### src/rtl/oflow_frame_sequencer_fsm_pkg.sv
`default_nettype none
// ============================================================================
//  Package     : oflow_frame_seq_pkg
//  Description : Shared constants, state encoding and set-count helper for
//                the optical-flow frame sequencer.
//  Revision    : 1.0 - initial release
// ============================================================================
package oflow_frame_seq_pkg;

   localparam int PE_NUM                = 8;
   localparam int SET_LEN               = 4;
   localparam int OBJ_NUM_WIDTH         = 7;
   localparam int MAX_OBJECTS           = 64;
   localparam int TOTAL_FRAME_NUM_WIDTH = 16;
   localparam int PE_SHIFT              = $clog2(PE_NUM);

   typedef enum logic [2:0] {
      FS_IDLE      = 3'd0,
      FS_FE_START  = 3'd1,
      FS_FE_WAIT   = 3'd2,
      FS_REG_START = 3'd3,
      FS_REG_WAIT  = 3'd4,
      FS_DONE      = 3'd5
   } frame_seq_state_t;

   // ceil(n / PE_NUM): PE_NUM is a power of two, so this is a shift plus a
   // round-up whenever any remainder bit is set. One guard bit is kept.
   function automatic logic [SET_LEN-1:0] ceil_div_pe(input logic [OBJ_NUM_WIDTH-1:0] n);
      logic [OBJ_NUM_WIDTH:0] w_ext;
      logic [OBJ_NUM_WIDTH:0] w_quot;
      w_ext  = {1'b0, n};
      w_quot = (w_ext >> PE_SHIFT) + {{OBJ_NUM_WIDTH{1'b0}}, |w_ext[PE_SHIFT-1:0]};
      return w_quot[SET_LEN-1:0];
   endfunction

endpackage
`default_nettype wire

### src/rtl/oflow_frame_sequencer_fsm_if.sv
`default_nettype none
// ============================================================================
//  Interface   : oflow_frame_sequencer_fsm_if
//  Description : Frame request, PE-array and registration handshakes plus
//                status outputs of the frame sequencer.
//  Revision    : 1.0 - initial release
// ============================================================================
interface oflow_frame_sequencer_fsm_if;
   import oflow_frame_seq_pkg::*;

   logic                             start_frame;
   logic [OBJ_NUM_WIDTH-1:0]         num_of_objects;
   logic                             start_feature_extraction;
   logic                             done_feature_extraction;
   logic                             start_registration;
   logic                             done_registration;
   logic [TOTAL_FRAME_NUM_WIDTH-1:0] frame_num;
   logic [SET_LEN-1:0]               num_of_sets;
   logic                             busy;
   logic                             frame_done;
   logic                             start_ignored;
   logic                             obj_overflow;

   // Driver of frame requests and done pulses
   modport master (
      output start_frame, num_of_objects, done_feature_extraction, done_registration,
      input  start_feature_extraction, start_registration, frame_num, num_of_sets,
             busy, frame_done, start_ignored, obj_overflow
   );

   // The sequencer itself
   modport slave (
      input  start_frame, num_of_objects, done_feature_extraction, done_registration,
      output start_feature_extraction, start_registration, frame_num, num_of_sets,
             busy, frame_done, start_ignored, obj_overflow
   );

endinterface
`default_nettype wire

### src/rtl/oflow_frame_seq_counter.sv
`default_nettype none
// ============================================================================
//  Module      : oflow_frame_seq_counter
//  Description : Saturating frame counter with load and increment enable.
//                Never wraps back to zero once all-ones is reached.
//  Revision    : 1.0 - initial release
// ============================================================================
module oflow_frame_seq_counter
   import oflow_frame_seq_pkg::*;
#(
   parameter int WIDTH = TOTAL_FRAME_NUM_WIDTH
) (
   input  wire logic             clk,
   input  wire logic             reset_N,
   input  wire logic             load_en,
   input  wire logic [WIDTH-1:0] load_value,
   input  wire logic             inc_en,
   output logic      [WIDTH-1:0] count
);

   logic [WIDTH-1:0] r_count;

   // Load has priority; increments stop at all-ones
   always_ff @(posedge clk or negedge reset_N) begin
      if (!reset_N) begin
         r_count <= '0;
      end else if (load_en) begin
         r_count <= load_value;
      end else if (inc_en && (r_count != {WIDTH{1'b1}})) begin
         r_count <= r_count + WIDTH'(1);
      end
   end

   assign count = r_count;

endmodule
`default_nettype wire

### src/rtl/oflow_frame_sequencer_fsm.sv
`default_nettype none
// ============================================================================
//  Module      : oflow_frame_sequencer_fsm
//  Description : Per-frame sequencer: feature extraction, then registration,
//                then frame completion and frame counter advance.
//  Revision    : 1.0 - initial release
// ============================================================================
module oflow_frame_sequencer_fsm
   import oflow_frame_seq_pkg::*;
(
   input wire logic                   clk,
   input wire logic                   reset_N,
   oflow_frame_sequencer_fsm_if.slave bus
);

   localparam logic [2:0] S_IDLE      = FS_IDLE;
   localparam logic [2:0] S_FE_START  = FS_FE_START;
   localparam logic [2:0] S_FE_WAIT   = FS_FE_WAIT;
   localparam logic [2:0] S_REG_START = FS_REG_START;
   localparam logic [2:0] S_REG_WAIT  = FS_REG_WAIT;
   localparam logic [2:0] S_DONE      = FS_DONE;

   logic [2:0]                       r_state;
   logic [SET_LEN-1:0]               r_num_of_sets;
   logic                             r_empty_frame;
   logic                             r_start_ignored;
   logic                             r_obj_overflow;
   logic                             w_obj_zero;
   logic                             w_obj_over;
   logic                             w_frame_inc;
   logic [TOTAL_FRAME_NUM_WIDTH-1:0] w_frame_num;

   assign w_obj_zero = (bus.num_of_objects == '0);
   assign w_obj_over = (int'(bus.num_of_objects) > MAX_OBJECTS);

   // Frame state machine, set count latch and sticky overflow flag
   always_ff @(posedge clk or negedge reset_N) begin
      if (!reset_N) begin
         r_state        <= S_IDLE;
         r_num_of_sets  <= '0;
         r_empty_frame  <= 1'b0;
         r_obj_overflow <= 1'b0;
      end else begin
         case (r_state)
            S_IDLE: begin
               if (bus.start_frame) begin
                  if (w_obj_zero) begin
                     r_empty_frame <= 1'b1;
                     r_state       <= S_DONE;
                  end else if (w_obj_over) begin
                     r_obj_overflow <= 1'b1;
                  end else begin
                     r_empty_frame <= 1'b0;
                     r_num_of_sets <= ceil_div_pe(bus.num_of_objects);
                     r_state       <= S_FE_START;
                  end
               end
            end
            S_FE_START:  r_state <= S_FE_WAIT;
            S_FE_WAIT:   if (bus.done_feature_extraction) r_state <= S_REG_START;
            S_REG_START: r_state <= S_REG_WAIT;
            S_REG_WAIT:  if (bus.done_registration) r_state <= S_DONE;
            S_DONE:      r_state <= S_IDLE;
            default:     r_state <= S_IDLE;
         endcase
      end
   end

   // Rejection pulse: busy, or oversize request while idle
   always_ff @(posedge clk or negedge reset_N) begin
      if (!reset_N) begin
         r_start_ignored <= 1'b0;
      end else begin
         r_start_ignored <= bus.start_frame && ((r_state != S_IDLE) || w_obj_over);
      end
   end

   // Count advances on the edge leaving DONE, empty frames excluded
   assign w_frame_inc = (r_state == S_DONE) && !r_empty_frame;

   oflow_frame_seq_counter #(
      .WIDTH (TOTAL_FRAME_NUM_WIDTH)
   ) u_frame_counter (
      .clk        (clk),
      .reset_N    (reset_N),
      .load_en    (1'b0),
      .load_value ({TOTAL_FRAME_NUM_WIDTH{1'b0}}),
      .inc_en     (w_frame_inc),
      .count      (w_frame_num)
   );

   assign bus.start_feature_extraction = (r_state == S_FE_START);
   assign bus.start_registration       = (r_state == S_REG_START);
   assign bus.frame_done               = (r_state == S_DONE);
   assign bus.busy                     = (r_state != S_IDLE);
   assign bus.frame_num                = w_frame_num;
   assign bus.num_of_sets              = r_num_of_sets;
   assign bus.start_ignored            = r_start_ignored;
   assign bus.obj_overflow             = r_obj_overflow;

endmodule
`default_nettype wire

### src/flat_wrapper.sv
// flat-port wrapper written by rule: the top's interface ports become plain ports
module oflow_frame_sequencer_fsm_flat import oflow_frame_seq_pkg::*;
  (clk, reset_N, bus_start_frame, bus_num_of_objects, bus_done_feature_extraction, bus_done_registration, bus_start_feature_extraction, bus_start_registration, bus_frame_num, bus_num_of_sets, bus_busy, bus_frame_done, bus_start_ignored, bus_obj_overflow);
  oflow_frame_sequencer_fsm_if bus_i ();
  input wire logic clk;
  input wire logic reset_N;
  input wire logic [$bits(bus_i.start_frame)-1:0] bus_start_frame;
  input wire logic [$bits(bus_i.num_of_objects)-1:0] bus_num_of_objects;
  input wire logic [$bits(bus_i.done_feature_extraction)-1:0] bus_done_feature_extraction;
  input wire logic [$bits(bus_i.done_registration)-1:0] bus_done_registration;
  output wire logic [$bits(bus_i.start_feature_extraction)-1:0] bus_start_feature_extraction;
  output wire logic [$bits(bus_i.start_registration)-1:0] bus_start_registration;
  output wire logic [$bits(bus_i.frame_num)-1:0] bus_frame_num;
  output wire logic [$bits(bus_i.num_of_sets)-1:0] bus_num_of_sets;
  output wire logic [$bits(bus_i.busy)-1:0] bus_busy;
  output wire logic [$bits(bus_i.frame_done)-1:0] bus_frame_done;
  output wire logic [$bits(bus_i.start_ignored)-1:0] bus_start_ignored;
  output wire logic [$bits(bus_i.obj_overflow)-1:0] bus_obj_overflow;
  assign bus_i.start_frame = bus_start_frame;
  assign bus_i.num_of_objects = bus_num_of_objects;
  assign bus_i.done_feature_extraction = bus_done_feature_extraction;
  assign bus_i.done_registration = bus_done_registration;
  assign bus_start_feature_extraction = bus_i.start_feature_extraction;
  assign bus_start_registration = bus_i.start_registration;
  assign bus_frame_num = bus_i.frame_num;
  assign bus_num_of_sets = bus_i.num_of_sets;
  assign bus_busy = bus_i.busy;
  assign bus_frame_done = bus_i.frame_done;
  assign bus_start_ignored = bus_i.start_ignored;
  assign bus_obj_overflow = bus_i.obj_overflow;
  oflow_frame_sequencer_fsm u_core (.clk(clk), .reset_N(reset_N), .bus(bus_i));
endmodule
### config.mk
export PLATFORM = sky130hd
export DESIGN_NAME = oflow_frame_sequencer_fsm_flat
export DESIGN_NICKNAME = d
export VERILOG_FILES = /design/src/rtl/oflow_frame_sequencer_fsm_pkg.sv /design/src/rtl/oflow_frame_sequencer_fsm_if.sv /design/src/rtl/oflow_frame_seq_counter.sv /design/src/rtl/oflow_frame_sequencer_fsm.sv /design/src/flat_wrapper.sv
export SDC_FILE = /design/constraint.sdc
export NUM_CORES = 1
export LEC_CHECK = 0
export ABC_AREA = 0
export CAP_MARGIN = 5
export CORE_UTILIZATION = 45
export CTS_CLUSTER_DIAMETER = 150
export CTS_CLUSTER_SIZE = 16
export DETAILED_ROUTE_END_ITERATION = 8
export PLACE_DENSITY = 0.75
export RECOVER_POWER = 25
export SETUP_SLACK_MARGIN = 0.15
export SYNTH_ARGS = -nofsm -noshare
export SYNTH_HDL_FRONTEND = slang
export SYNTH_SLANG_ARGS = --single-unit
### constraint.sdc
create_clock -name clk -period 2.8 [get_ports clk]
set_input_delay 0.56 -clock clk [delete_from_list [all_inputs] [get_ports clk]]
set_output_delay 0.56 -clock clk [all_outputs]
set_load 0.02 [all_outputs]
==> results of run 1 <==
[metal layers]
metal	vias up	global-route usage
met5	-	0
met4	0	0.0884
met3	4	0.0491
met2	37	0.330
met1	523	0.228
li1	529	-
[how the worst min path moves through the flow]
stage                            startpoint                        end  depth (start not counted)
floorplan                           reset_N  u_core.bus.num_of_sets[0]                          0
global placement    u_core.bus.obj_overflow    u_core.bus.obj_overflow                          1
detailed placement  u_core.bus.obj_overflow    u_core.bus.obj_overflow                          1
CTS                 u_core.bus.obj_overflow    u_core.bus.obj_overflow                          1
global route        u_core.bus.obj_overflow    u_core.bus.obj_overflow                          1
finish              u_core.bus.obj_overflow    u_core.bus.obj_overflow                          1
[power breakdown]
| group | switching, mW | total, mW | internal [mW] |
|---|---|---|---|
| logic | 0.240 | 0.514 | 0.274 |
| registers | 0.116 | 0.567 | 0.450 |
| clock network | 0.113 | 0.192 | 0.0797 |
| total | 0.469 | 1.27 | 0.804 |
[registers in the layout, indices dropped and copies added, names as in the netlist]
signal	count
u_core.bus.num_of_sets	4
u_core.bus.obj_overflow	1
u_core.bus.start_ignored	1
u_core.r_empty_frame	1
u_core.r_state	3
u_core.u_frame_counter.count	16
[cell usage in the layout (no fill, tap or decap), drive strengths merged]
cell type	instances
nor4	1
nand4bb	1
or3	3
a31oi	2
nand4	4
a211oi	1
o21bai	1
mux2	6
a21boi	1
nor3	5
nand2	9
dlygate4sd3	1
a41oi	1
nor2	5
xor2	8
nor2b	1
o2bb2ai	1
and3	2
and4	3
dfrtp	26
xnor2	7
clkdlybuf4s50	36
a21oi	7
or2	1
and4bb	1
clkbuf	5
o31ai	1
o21ai	2
and2	1
nand3	12
nand4b	1
inv	2
a211o	1
ha	3
nand3b	1
[area by class of cell]
class	count	area, um2	share of cell area
Clock buffer	4	36.3	0.0194
Inverter	2	7.51	0.00402
Multi-Input combinational cell	93	743	0.398
Sequential cell	26	651	0.349
Tap cell	44	55.1	0.0295
Timing Repair Buffer	38	374	0.200
[logic make-up (layout without fill, tap and decap cells)]
kind of cell	Yosys count	in the layout	share of synthesized area
simple gates	51	51	0.255
flops	26	26	0.458
compound gates	18	18	0.0907
xor+xnor	15	15	0.0924
mux	6	6	0.0581
buf+inv	6	44	0.0194
fa+ha+maj	3	3	0.0264
==> results.yml, run 1 <==
cts:
  cts_tree: "done"
  ctsResizeCount: 0
  clock-root-buffer: "clkbuf_4"
  cts_buffers: 3
  cts_sinks: 26
  ctsLongestPathBuffers: 2
  cts.clk_slew.worst_paths_ns: 0.13
  cts_hold_buf: 0
  htree_levels: 1
  cts_setup_buffers: 0
  clock_latency_ns: 0.33
setup_path:
  critPathLaunch: "u_core.r_state[2]"
  setup.worst_path.end: "bus_busy"
  critPathBufInv: 2
  required_ns: 2.24
  critPathLaunchType: "flip-flop"
  ff2ff_setup_slack_ns: 0.94
  cp.arrival_ns: 1.92
  reg2reg_from: "u_core.u_frame_counter.count[0]"
  critPathMaxStageDelay_ns: 0.54
  path_cells: "nor3_2, inv_1, clkdlybuf4s50_1"
  cp.depth: 3
  r2r_cells: 5
  critical_path_class: "flip-flop to output port"
  r2r-end: "u_core.u_frame_counter.count[1]"
  cp_max_fo: 9
  critPathSlowestCell: "dfrtp_1"
  cp-end-kind: "output port"
  cp_top_family: "buffers and inverters"
flow_run:
  drv_cap: 0
timing:
  setup_viol: 0
  rsz0062_at_grt: "no"
  period_minus_slack_ns: 2.48
  tightest_slew_ns: 1.34
  finalHoldViolCount: 0
  setup_slack_ns: 0.317
  hold_ws_ns: 0.512
  final.setup.tns_ns: 0
  min_period_over_period: 0.887
  drv_slew: 0
  fin_worst_skew_ns: 0.00555
  fmax_mhz: 403
  relSlewSlack: 0.104
synth:
  synth-async-reset-ratio: 1.00
  synthTopCellsByCount: "26 x dfrtp_1, 12 x nand3_1, 9 x nand2_1, 8 x xor2_1, 7 x xnor2_1"
  ys_types: 40
  synth_top_cell_by_area: "dfrtp_1"
  synth_top_area_share: 0.458
  yosys_most_used_dff: "dfrtp_1"
  ys_ff_latch: 26
  yosys_warnings: 0
  synth_nets: 140
  synth_edf_count: 0
  synth_most_common_cell: "dfrtp_1"
  postSynthCellCount: 125
  synth_area_mm2: 0.00142
  ys_seq_area_frac: 0.458
  netlist_top_cells_area: "dfrtp_1 46%, xor2_1 4.9%, xnor2_1 4.3%, nand3_1 4.2%, mux2_4 4.2%"
  syn_area_per_cell_um2: 11.4
finish:
  antenna-diode-count: 0
  syn_to_final_growth_pct: 31.3
  final_util: 0.617
  drive_gt1_frac: 0.141
  final_nets: 179
  final_area_mm2: 0.00187
  fillers: 248
  layout.cells.non_filler: 207
global_route:
  grt_pass1_vias: 1111
  grt_overflow_total: 0
  grt_max_degree: 27
  gr-usage-all-layers: 0.193
  antenna_found_initial: 0
  grt_pass1_wl_um: 4950
placed_design:
  dp_worst_setup_slack_ns: 0.411
  io_buffer_count: 37
  globalplace.congestion: 0.798
  placed_area_mm2: 0.00183
  dp_cells: 203
  dp_hpwl_um: 2170
detailed_routing:
  top_layer_used: "met4"
  met1_length_um: 1250
  firstDrtPassIters: 4
  vias_per_cell: 5.28
  wl_met3_um: 185
  finalWirelength_um: 2890
  dr_wl_met2_um: 1420
  wl_per_cell_um: 14.0
  route.vias.total: 1093
  drtIter0Drc: 33
  drc: 0
  ant_nets: 0
floorplan:
  die_y_um: 58.2
  start_util: 0.469
  die-area_mm2: 0.00339
  rows: 20
  core_area_mm2: 0.00303
  num_io_pins: 38
  dieWidth_um: 58.2
power:
  p_per_area_mw_per_mm2: 682
  fin_total_pwr_mw: 1.27
  peakVddDrop_uv: 453
  power_leakage_nw: 0.789
outcome:
  status: "completed"
worst_hold_path:
  min_path_type: "flip-flop to flip-flop"
(Power assumes the default switching activity.)
==> inputs of run 2 (changes only) <==
--- a/config.mk
+++ b/config.mk
@@ -11,6 +11,7 @@
 export CTS_CLUSTER_DIAMETER = 150
 export CTS_CLUSTER_SIZE = 16
 export DETAILED_ROUTE_END_ITERATION = 8
+export GPL_TIMING_DRIVEN = 0
 export PLACE_DENSITY = 0.75
 export RECOVER_POWER = 25
 export SETUP_SLACK_MARGIN = 0.15
==> run 2 against run 1 <==
Compared with the run above: sequential share of layout area down 0.64 points; final area up 1.9%; sequential power down 10%; critical path type unchanged.
==> results.yml, run 2 (same netlist as run 1, synthesis figures left out) <==
timing:
  relSlewSlack: 0.397
  setup_slack_ns: 0.301
  drv_slew: 0
  fin_worst_skew_ns: 0.0143
  setup_viol: 0
  tightest_slew_ns: 0.904
  min_period_over_period: 0.893
  finalHoldViolCount: 0
  fmax_mhz: 400
  final.setup.tns_ns: 0
  rsz0062_at_grt: "no"
  period_minus_slack_ns: 2.50
setup_path:
  ff2ff_setup_slack_ns: 0.95
  critPathSlowestCell: "clkdlybuf4s50_1"
  required_ns: 2.24
  cp.arrival_ns: 1.94
  cp_max_fo: 9
  critical_path_class: "flip-flop to output port"
  r2r-end: "u_core.u_frame_counter.count[1]"
  critPathLaunchType: "flip-flop"
  critPathMaxStageDelay_ns: 0.59
  reg2reg_from: "u_core.u_frame_counter.count[0]"
  cp_top_family: "buffers and inverters"
  path_cells: "clkbuf_1, nor2b_1, nand2_1, inv_1, clkdlybuf4s50_1"
  critPathLaunch: "u_core.r_state[1]"
  cp-end-kind: "output port"
  r2r_cells: 5
  critPathBufInv: 3
cts:
  cts_hold_buf: 0
  cts_tree: "done"
  cts_sinks: 26
  cts_setup_buffers: 0
  cts.clk_slew.worst_paths_ns: 0.13
  clock_latency_ns: 0.32
  clock-root-buffer: "clkbuf_4"
  ctsResizeCount: 0
  ctsLongestPathBuffers: 2
  htree_levels: 1
  cts_buffers: 3
floorplan:
  die-area_mm2: 0.00339
  dieWidth_um: 58.2
  core_area_mm2: 0.00303
  die_y_um: 58.2
  num_io_pins: 38
  rows: 20
  start_util: 0.469
flow_run:
  drv_cap: 0
power:
  p_per_area_mw_per_mm2: 708
  p_int_mw: 0.881
  p_clk_frac: 0.190
  combPwrFrac: 0.432
  power_leakage_nw: 0.811
  seq_power_share: 0.378
  p_sw_mw: 0.466
  swShare: 0.346
  peakVddDrop_uv: 378
detailed_routing:
  ant_nets: 0
  route.vias.total: 1139
  wl_per_cell_um: 13.8
  met1_length_um: 1320
  wl_met3_um: 138
  top_layer_used: "met4"
  drc: 0
  vias_per_cell: 5.40
  drtIter0Drc: 21
  firstDrtPassIters: 4
  finalWirelength_um: 2910
  dr_wl_met2_um: 1440
global_route:
  grt_pass1_wl_um: 4760
  grt_pass1_vias: 1091
  gr-usage-all-layers: 0.180
  grt_max_degree: 27
  antenna_found_initial: 0
  grt_overflow_total: 0
finish:
  layout.cells.non_filler: 211
  drive_gt1_frac: 0.156
  final_cell_mix: "36 x clkdlybuf4s50_1, 26 x dfrtp_1, 12 x nand3_1"
  antenna-diode-count: 0
  final_nets: 183
  final_common_cell: "clkdlybuf4s50_1"
  syn_to_final_growth_pct: 33.8
  largest_reg_flops: 16
worst_hold_path:
  hold_end: "u_core.bus.obj_overflow"
  whs_path_depth: 1
  min-delay-start: "u_core.bus.obj_overflow"
  min_path_type: "flip-flop to flip-flop"
placed_design:
  dp_hpwl_um: 2110
  globalplace.congestion: 0.799
  dp_cells: 206
  dp_worst_setup_slack_ns: 0.414
  io_buffer_count: 37
outcome:
  status: "completed"
-- run 2: cell count changes in the layout (fill, tap and decap cells not counted), sizes merged --
cell,delta
clkbuf,+1
buf,+2
bufinv,+1
-- run 2: area by class of cell --
cell class              count  area, um2
flip-flops and latches     26        651
fillers                   254       1130
clock inverters             1       30.0
clock buffers               3       22.5
plain buffers               4       18.8
multi-input cells          93        743
well taps                  44       55.1
repair buffers             38        374
inverters                   2       7.51
-- run 2: how the worst max path moves through the flow --
stage	to	slack (ns)	cells past startpoint
floorplan	u_core.bus.num_of_sets[0]	0.89	4
detailed placement	u_core.bus.num_of_sets[3]	0.41	5
global placement	u_core.bus.num_of_sets[2]	0.45	5
global route	bus_start_registration	0.16	5
finish	bus_start_registration	0.30	5
CTS	bus_busy	0.33	4
-- run 2: routing by layer --
| layer | track usage | up-vias |
|---|---|---|
| met5 | 0 | - |
| met4 | 0.0340 | 0 |
| met3 | 0.0379 | 4 |
| met2 | 0.307 | 34 |
| met1 | 0.238 | 562 |
| li1 | - | 539 |
-- run 2: power groups by stage --
stage	sequential [mW]	combinational, mW	clock, mW
after global routing	0.522	0.631	0.276
after CTS	0.510	0.590	0.264
after global placement	0.511	0.575	0
after floorplan	0.571	0.295	0
after detailed placement	0.513	0.588	0
final	0.509	0.582	0.256
-- run 2: per-stage QoR --
step | util | power (mW) | area [um2] | hold slack, ns
final | 0.628 | 1.35 | 1900 | 0.496
after global routing | 0.628 | 1.43 | 1900 | 0.536
after CTS | 0.627 | 1.36 | 1900 | 0.502
after detailed placement | 0.610 | 1.10 | 1850 | 0.461
after global placement | 0.610 | 1.09 | 1850 | 0.465
after floorplan | - | 0.866 | 1420 | 0.264
